## src/rtl/prep_timer_counter.sv

```systemverilog
// prep_timer_counter: preset/compare timer with prescaler, up/down/one-shot modes, match pulse and sticky wrap flag
module prep_timer_counter #(
  parameter int WIDTH      = 8,
  parameter int PRESCALE_W = 4
) (
  input  logic                  i_clk,
  input  logic                  i_rst_n,
  input  logic                  i_en,
  input  logic                  i_sel,
  input  logic                  i_ldpre,
  input  logic                  i_ldcomp,
  input  logic [1:0]            i_mode,
  input  logic                  i_start,
  input  logic                  i_clr_ovf,
  input  logic [PRESCALE_W-1:0] i_prescale,
  input  logic [WIDTH-1:0]      i_data1,
  input  logic [WIDTH-1:0]      i_data2,
  output logic [WIDTH-1:0]      o_data0,
  output logic                  o_match,
  output logic                  o_running,
  output logic                  o_ovf
);
  localparam logic [1:0] MODE_ONESHOT = 2'b01;
  localparam logic [1:0] MODE_DOWN    = 2'b10;
  logic [WIDTH-1:0]      r_data0, r_pre, r_cmp;
  logic [PRESCALE_W-1:0] r_pcnt;
  logic                  r_match, r_running, r_ovf;
  logic                  w_oneshot, w_down, w_gate, w_tick, w_hit, w_wrap;
  logic [WIDTH-1:0]      w_next;
  assign w_oneshot = i_mode == MODE_ONESHOT;
  assign w_down    = i_mode == MODE_DOWN;
  assign w_gate    = i_en & (~w_oneshot | r_running);
  // >= rather than == so lowering the divisor below the running count ticks at once
  assign w_tick    = w_gate & (r_pcnt >= i_prescale);
  assign w_hit     = r_data0 == r_cmp;
  assign w_wrap    = w_tick & ~w_hit & (w_down ? r_data0 == '0 : &r_data0);
  assign w_next    = w_hit ? (i_sel ? i_data1 : r_pre) : w_down ? r_data0 - WIDTH'(1) : r_data0 + WIDTH'(1);
  assign o_data0   = r_data0;
  assign o_match   = r_match;
  assign o_running = r_running;
  assign o_ovf     = r_ovf;
  always_ff @(posedge i_clk or negedge i_rst_n) begin
    if (!i_rst_n) begin
      r_data0   <= '0;
      r_pre     <= '0;
      r_cmp     <= '0;
      r_pcnt    <= '0;
      r_match   <= 1'b0;
      r_running <= 1'b1;
      r_ovf     <= 1'b0;
    end else begin
      if (i_ldpre) r_pre <= i_data2;
      if (i_ldcomp) r_cmp <= i_data2;
      r_pcnt  <= (i_start || w_tick) ? '0 : w_gate ? r_pcnt + PRESCALE_W'(1) : r_pcnt;
      if (w_tick) r_data0 <= w_next;
      r_match <= w_tick & w_hit;
      // a re-arm outranks the one-shot's own disarm on the same edge
      if (i_start && w_oneshot) r_running <= 1'b1;
      else if (w_tick && w_hit && w_oneshot) r_running <= 1'b0;
      r_ovf   <= w_wrap | (r_ovf & ~i_clr_ovf);
    end
  end
endmodule

```

## config.mk

```make
export PLATFORM = sky130hd
export DESIGN_NAME = prep_timer_counter
export DESIGN_NICKNAME = d
export VERILOG_FILES = /design/src/rtl/prep_timer_counter.sv
export SDC_FILE = /design/constraint.sdc
export NUM_CORES = 1
export LEC_CHECK = 0
export ABC_AREA = 0
export CORE_MARGIN = 4
export CORE_UTILIZATION = 40
export CTS_BUF_LIST = sky130_fd_sc_hd__clkbuf_8 sky130_fd_sc_hd__clkbuf_16
export CTS_CLUSTER_DIAMETER = 40
export DETAILED_ROUTE_END_ITERATION = 6
export PLACE_DENSITY = 0.66
export SLEW_MARGIN = 20
export SYNTH_ARGS = -nofsm -noshare
export SYNTH_HDL_FRONTEND = slang
export SYNTH_SLANG_ARGS = --single-unit
```

## constraint.sdc

```tcl
create_clock -name i_clk -period 3.1 [get_ports i_clk]
set_input_delay 0.62 -clock i_clk [delete_from_list [all_inputs] [get_ports i_clk]]
set_output_delay 0.62 -clock i_clk [all_outputs]
set_load 0.01 [all_outputs]
```

; ---- Word-level counts from Yosys, hierarchy flattened
; Index checks and enable logic that the tools add are counted.
[op_classes]
bitwise_logic = 11
add_sub_neg = 3
magnitude_cmp = 1
reduce_logical = 8
n_eq_ne = 3
mux = 8
[ops]
columns = operator, n
row1 = $mux W8, 3
row2 = $add A8 B1 Y8 const B, 1
row3 = $eq A8 B8 Y1, 1
row4 = $logic_not A8 Y1, 1
row5 = $mux W4, 2
row6 = $reduce_and A8 Y1, 1
row7 = $sub A8 B1 Y8 const B, 1
row8 = $and A1 B1 Y1, 6
row9 = $add A4 B1 Y4 const B, 1
row10 = $ge A4 B4 Y1, 1
row11 = $reduce_bool A2 Y1, 2
row12 = $logic_and A1 B1 Y1, 3
row13 = $mux W1, 3
row14 = $not A1 Y1, 3
row15 = $eq A2 B1 Y1 const B, 1
row16 = $eq A2 B2 Y1 const B, 1
row17 = $or A1 B1 Y1, 2
row18 = $logic_or A1 B1 Y1, 1
[word_totals]
ff_bits = 31
elab_cells = 41
out_inout_bits = 11

; ---- Depth between registers and ports, before layout
[logic_depth]
word_depth = 9
mapped_depth = 8
mapped_depth_nobuf = 8

; ---- Least setup slack after synthesis
; OpenSTA, ideal clock, no wires.
[synth_path]
path_type = input to register
from = in i_mode[0]
to = reg r_data0[6] (netlist: o_data0[6])
setup_ps = 124
t_required_ps = 2976
stages = 5
arrival_ps = 2251
setup_slack_ps = 725
cell_sequence = or4b_4 > or4_1 > or2_1 > a31o_1 > a211o_1
[synth_via]
elab_chain_len = 5
[synth_rtl]
columns = item, line
row1 = "start, declared", 12  ; input logic [1:0] i_mode,
row2 = $eq A2 B1 Y1, 30  ; assign w_oneshot = i_mode == MODE_ONESHOT;
row3 = $not A1 Y1, 32  ; assign w_gate = i_en & (~w_oneshot | r_running);
row4 = $or A1 B1 Y1, 32
row5 = $and A1 B1 Y1, 32
row6 = $and A1 B1 Y1, 34  ; assign w_tick = w_gate & (r_pcnt >= i_prescale);
row7 = "end signal, assigned", 55  ; if (w_tick) r_data0 <= w_next;
row8 = "end, declared", 25  ; logic [WIDTH-1:0] r_data0, r_pre, r_cmp;
; Parallel ways exist; a longest one is shown, timed or not.
; A chain may end at the register's enable or synchronous reset.

; ---- Final worst setup path
; Ends and elaborated chain as after synthesis.

==> qor.csv <==
stage;metric;value;unit
worst_setup_path;startpoint class of the critical path;input port;
worst_setup_path;Worst EP required;3.28;ns
clock_network;H-tree depth;2;
drt;via/cell ratio;5.521;
worst_setup_path;R2R depth;5;
worst_hold_path;Hold WC Path Type;reg2reg;
worst_setup_path;top fanout value on the critical path;5;
sta;final period utilization;0.8728;
status;run status;complete, no violations;
sta;Setup TNS Final;0;ns
drt;initial drt markers;38;
sta;worst slew pin tran;0.7546;ns
sta;final setup margin;0.3942;ns
clock_network;cts hold-fix bufs;0;
final_layout;synth-to-layout area growth;31.42;%
logic_synthesis;Synth warnings;0;
floorplanning;row cnt;24;
final_layout;final cell count without fillers;265;
sta;Final setup viols;0;
clock_network;clk slew on worst S/H paths;0.07;ns
worst_setup_path;CP Class;in2reg;
power;Peak supply drop;0.2606;mV
floorplanning;height of the die;74.79;um
place;post-placement cell area;2227;um^2
clock_network;CTS Buf Count;5;
grt;vias in the first global route;1480;
floorplanning;starting density of the core;0.4126;
clock_network;Max Root-Sink Buffers;2;
sta;RSZ-0062 raised after global routing;no;
floorplanning;Die X;74.79;um
place;Post-Place Worst Slack;0.1281;ns
final_layout;design area;2345;um^2
place;IO buf count;40;
logic_synthesis;Syn Std Cell Area;1784;um^2
clock_network;CTS tree;yes;
drt;Total Routed Length;4060;um
job;max-capacitance violation count;0;
floorplanning;core area;4324;um^2
logic_synthesis;Gate Count Post-Synth;172;
power;pwr dens;560.4;nW/um^2
logic_synthesis;syn_area_per_cell;10.37;um^2
floorplanning;Die Area;5593;um^2
power;Pwr Total;1314;uW
clock_network;CTS resizes;0;
drt;DRC;0;
clock_network;Clock Latency Late Sink;0.29;ns
logic_synthesis;post-synth top area share;0.4208;
power;Leak;0.0009830;uW
logic_synthesis;flops & latches, synth;31;
drt;WL/cell;15.32;um
logic_synthesis;dominant cells by area after synthesis;dfrtp_1, mux2_2, xnor2_1, mux2i_1, ha_1;
grt;gr usage total;0.1612;
logic_synthesis;area leader, netlist;dfrtp_1;
grt;global-route wire length before repair;6837;um
logic_synthesis;post-synthesis sequential area ratio;0.4355;
place;Inst Count DP;257;
grt;total global routing overflow;0;
final_layout;layout cell share with drive strength beyond 1;0.1502;
clock_network;# clock sinks;31;
clock_network;CTS Root Cell;clkbuf_8;
worst_hold_path;number of cells on the worst hold path;1;
worst_setup_path;Worst setup EP type;flop;
sta;clk_skew;0.008561;ns
grt;initial antenna violation count;0;
grt;largest net degree at the start of global routing;28;
logic_synthesis;Distinct cells, synth;42;
drt;DR pass1 iterations;5;
place;HPWL after detailed placement;3113;um
clock_network;setup bufs post-CTS;0;
final_layout;Final #Nets;248;
worst_setup_path;crit path DAT;2.88;ns
sta;Fin. Hold Viols;0;
sta;fin crit period;2.706;ns
sta;Max Clk Rate;0.3696;GHz
logic_synthesis;post-synth net total;208;
sta;Slew HR;0.4954;
drt;Vias;1463;
final_layout;ANT cells;0;
drt;Final ANT Viol Nets;0;
sta;max-slew violation count;0;
floorplanning;Ports;41;
place;Routability Congestion;0.7702;
-- critical path, stage by stage --
cell and delay (ns):
clkdlybuf4s50_1 0.50, or4b_4 0.59, or4_1 0.40, or2_1 0.26, a31o_1 0.22, a211o_1 0.29
-- per-layer routing --
layer	share of wire	global-route usage	routed length [um]
met2	0.50	0.2722	2016
met4	0.010	0.06522	42
met5	0	0	0
met1	0.43	0.1931	1749
met3	0.062	0.04673	251
-- per-stage QoR --
step	hold WS (ns)	utilization
after floorplan	0.3244	-
after global placement	0.4616	0.5150
after detailed placement	0.4730	0.5150
after CTS	0.4891	0.5422
after global routing	0.5246	0.5422
final	0.4840	0.5422
-- cells in the mapped netlist, drive strengths merged --
cell type	n
a2111oi	1
a211o	4
a211oi	1
a21o	3
a21oi	8
a22oi	1
a2bb2oi	1
a31o	1
a31oi	1
and2	1
and3	2
buf	1
clkbuf	9
dfrtp	30
dfstp	1
ha	6
inv	8
mux2	16
mux2i	8
nand2	5
nand2b	2
nand3	4
nand3b	1
nand4	5
nor2	7
nor2b	1
nor3	10
nor3b	1
nor4	3
nor4b	1
o211ai	1
o21a	1
o21ai	7
o21ba	1
o22a	1
o22ai	2
o31ai	1
or2	2
or4	1
or4b	1
xnor2	11
-- state kept, by name, summed over array words and instances (netlist names) --
name	count
o_running	1
r_pcnt	4
o_match	1
o_data0	8
o_ovf	1
r_pre	8
r_cmp	8
-- layout by cell type, fill, tap and decap left out, types with 2 or more instances in the layout --
cell type,count
nand2b_1,2
ha_1,6
buf_4,3
o22ai_1,2
nor3_1,10
clkbuf_8,6
a211o_1,4
and3_1,2
nand3_1,4
nor2_1,7
inv_1,8
mux2_2,16
xnor2_1,11
a21o_1,3
nand4_1,5
mux2i_1,8
clkdlybuf4s50_1,40
dfrtp_1,30
nand2_1,5
nor4_1,3
a21oi_1,8
o21ai_0,7
-- area by class of cell --
class	count	area (um^2)
well taps	52	65.06
clock inverters	2	35.03
inverters	8	30.03
fillers	382	1979
flip-flops and latches	31	777.0
multi-input cells	123	932.1
repair buffers	43	422.9
clock buffers	6	82.58
-- report_power, final --
group | switching, uW | internal, uW
Combinational | 148 | 199
Clock | 156 | 260
Sequential | 93.1 | 459
Total | 397 | 918
-- kinds of logic (layout without fill, tap and decap cells) --
family	count (synthesis)	after routing	synth area share
AOI/OAI and AO/OA	35	35	0.1346
adders and majority gates	6	6	0.04207
DFF	31	31	0.4355
xor gates and xnor gates	11	11	0.05400
and+or+nand+nor	47	47	0.1459
muxes	24	24	0.1459
buffers and inverters	18	59	0.04207
-- path summary, 6_finish.rpt --
path / from / slack, ns / to
worst min register to register: o_ovf / 0.48 / o_ovf
worst max register to register: o_data0[1] / 0.78 / o_data0[6]
max in group asynchronous: i_rst_n / 1.70 / r_cmp[0]
min in group asynchronous: i_rst_n / 0.78 / o_data0[0]
worst min-delay path: o_ovf / 0.48 / o_ovf
worst max-delay path: i_mode[0] / 0.39 / o_data0[6]
Note: power is estimated with default switching activity, not from simulation.
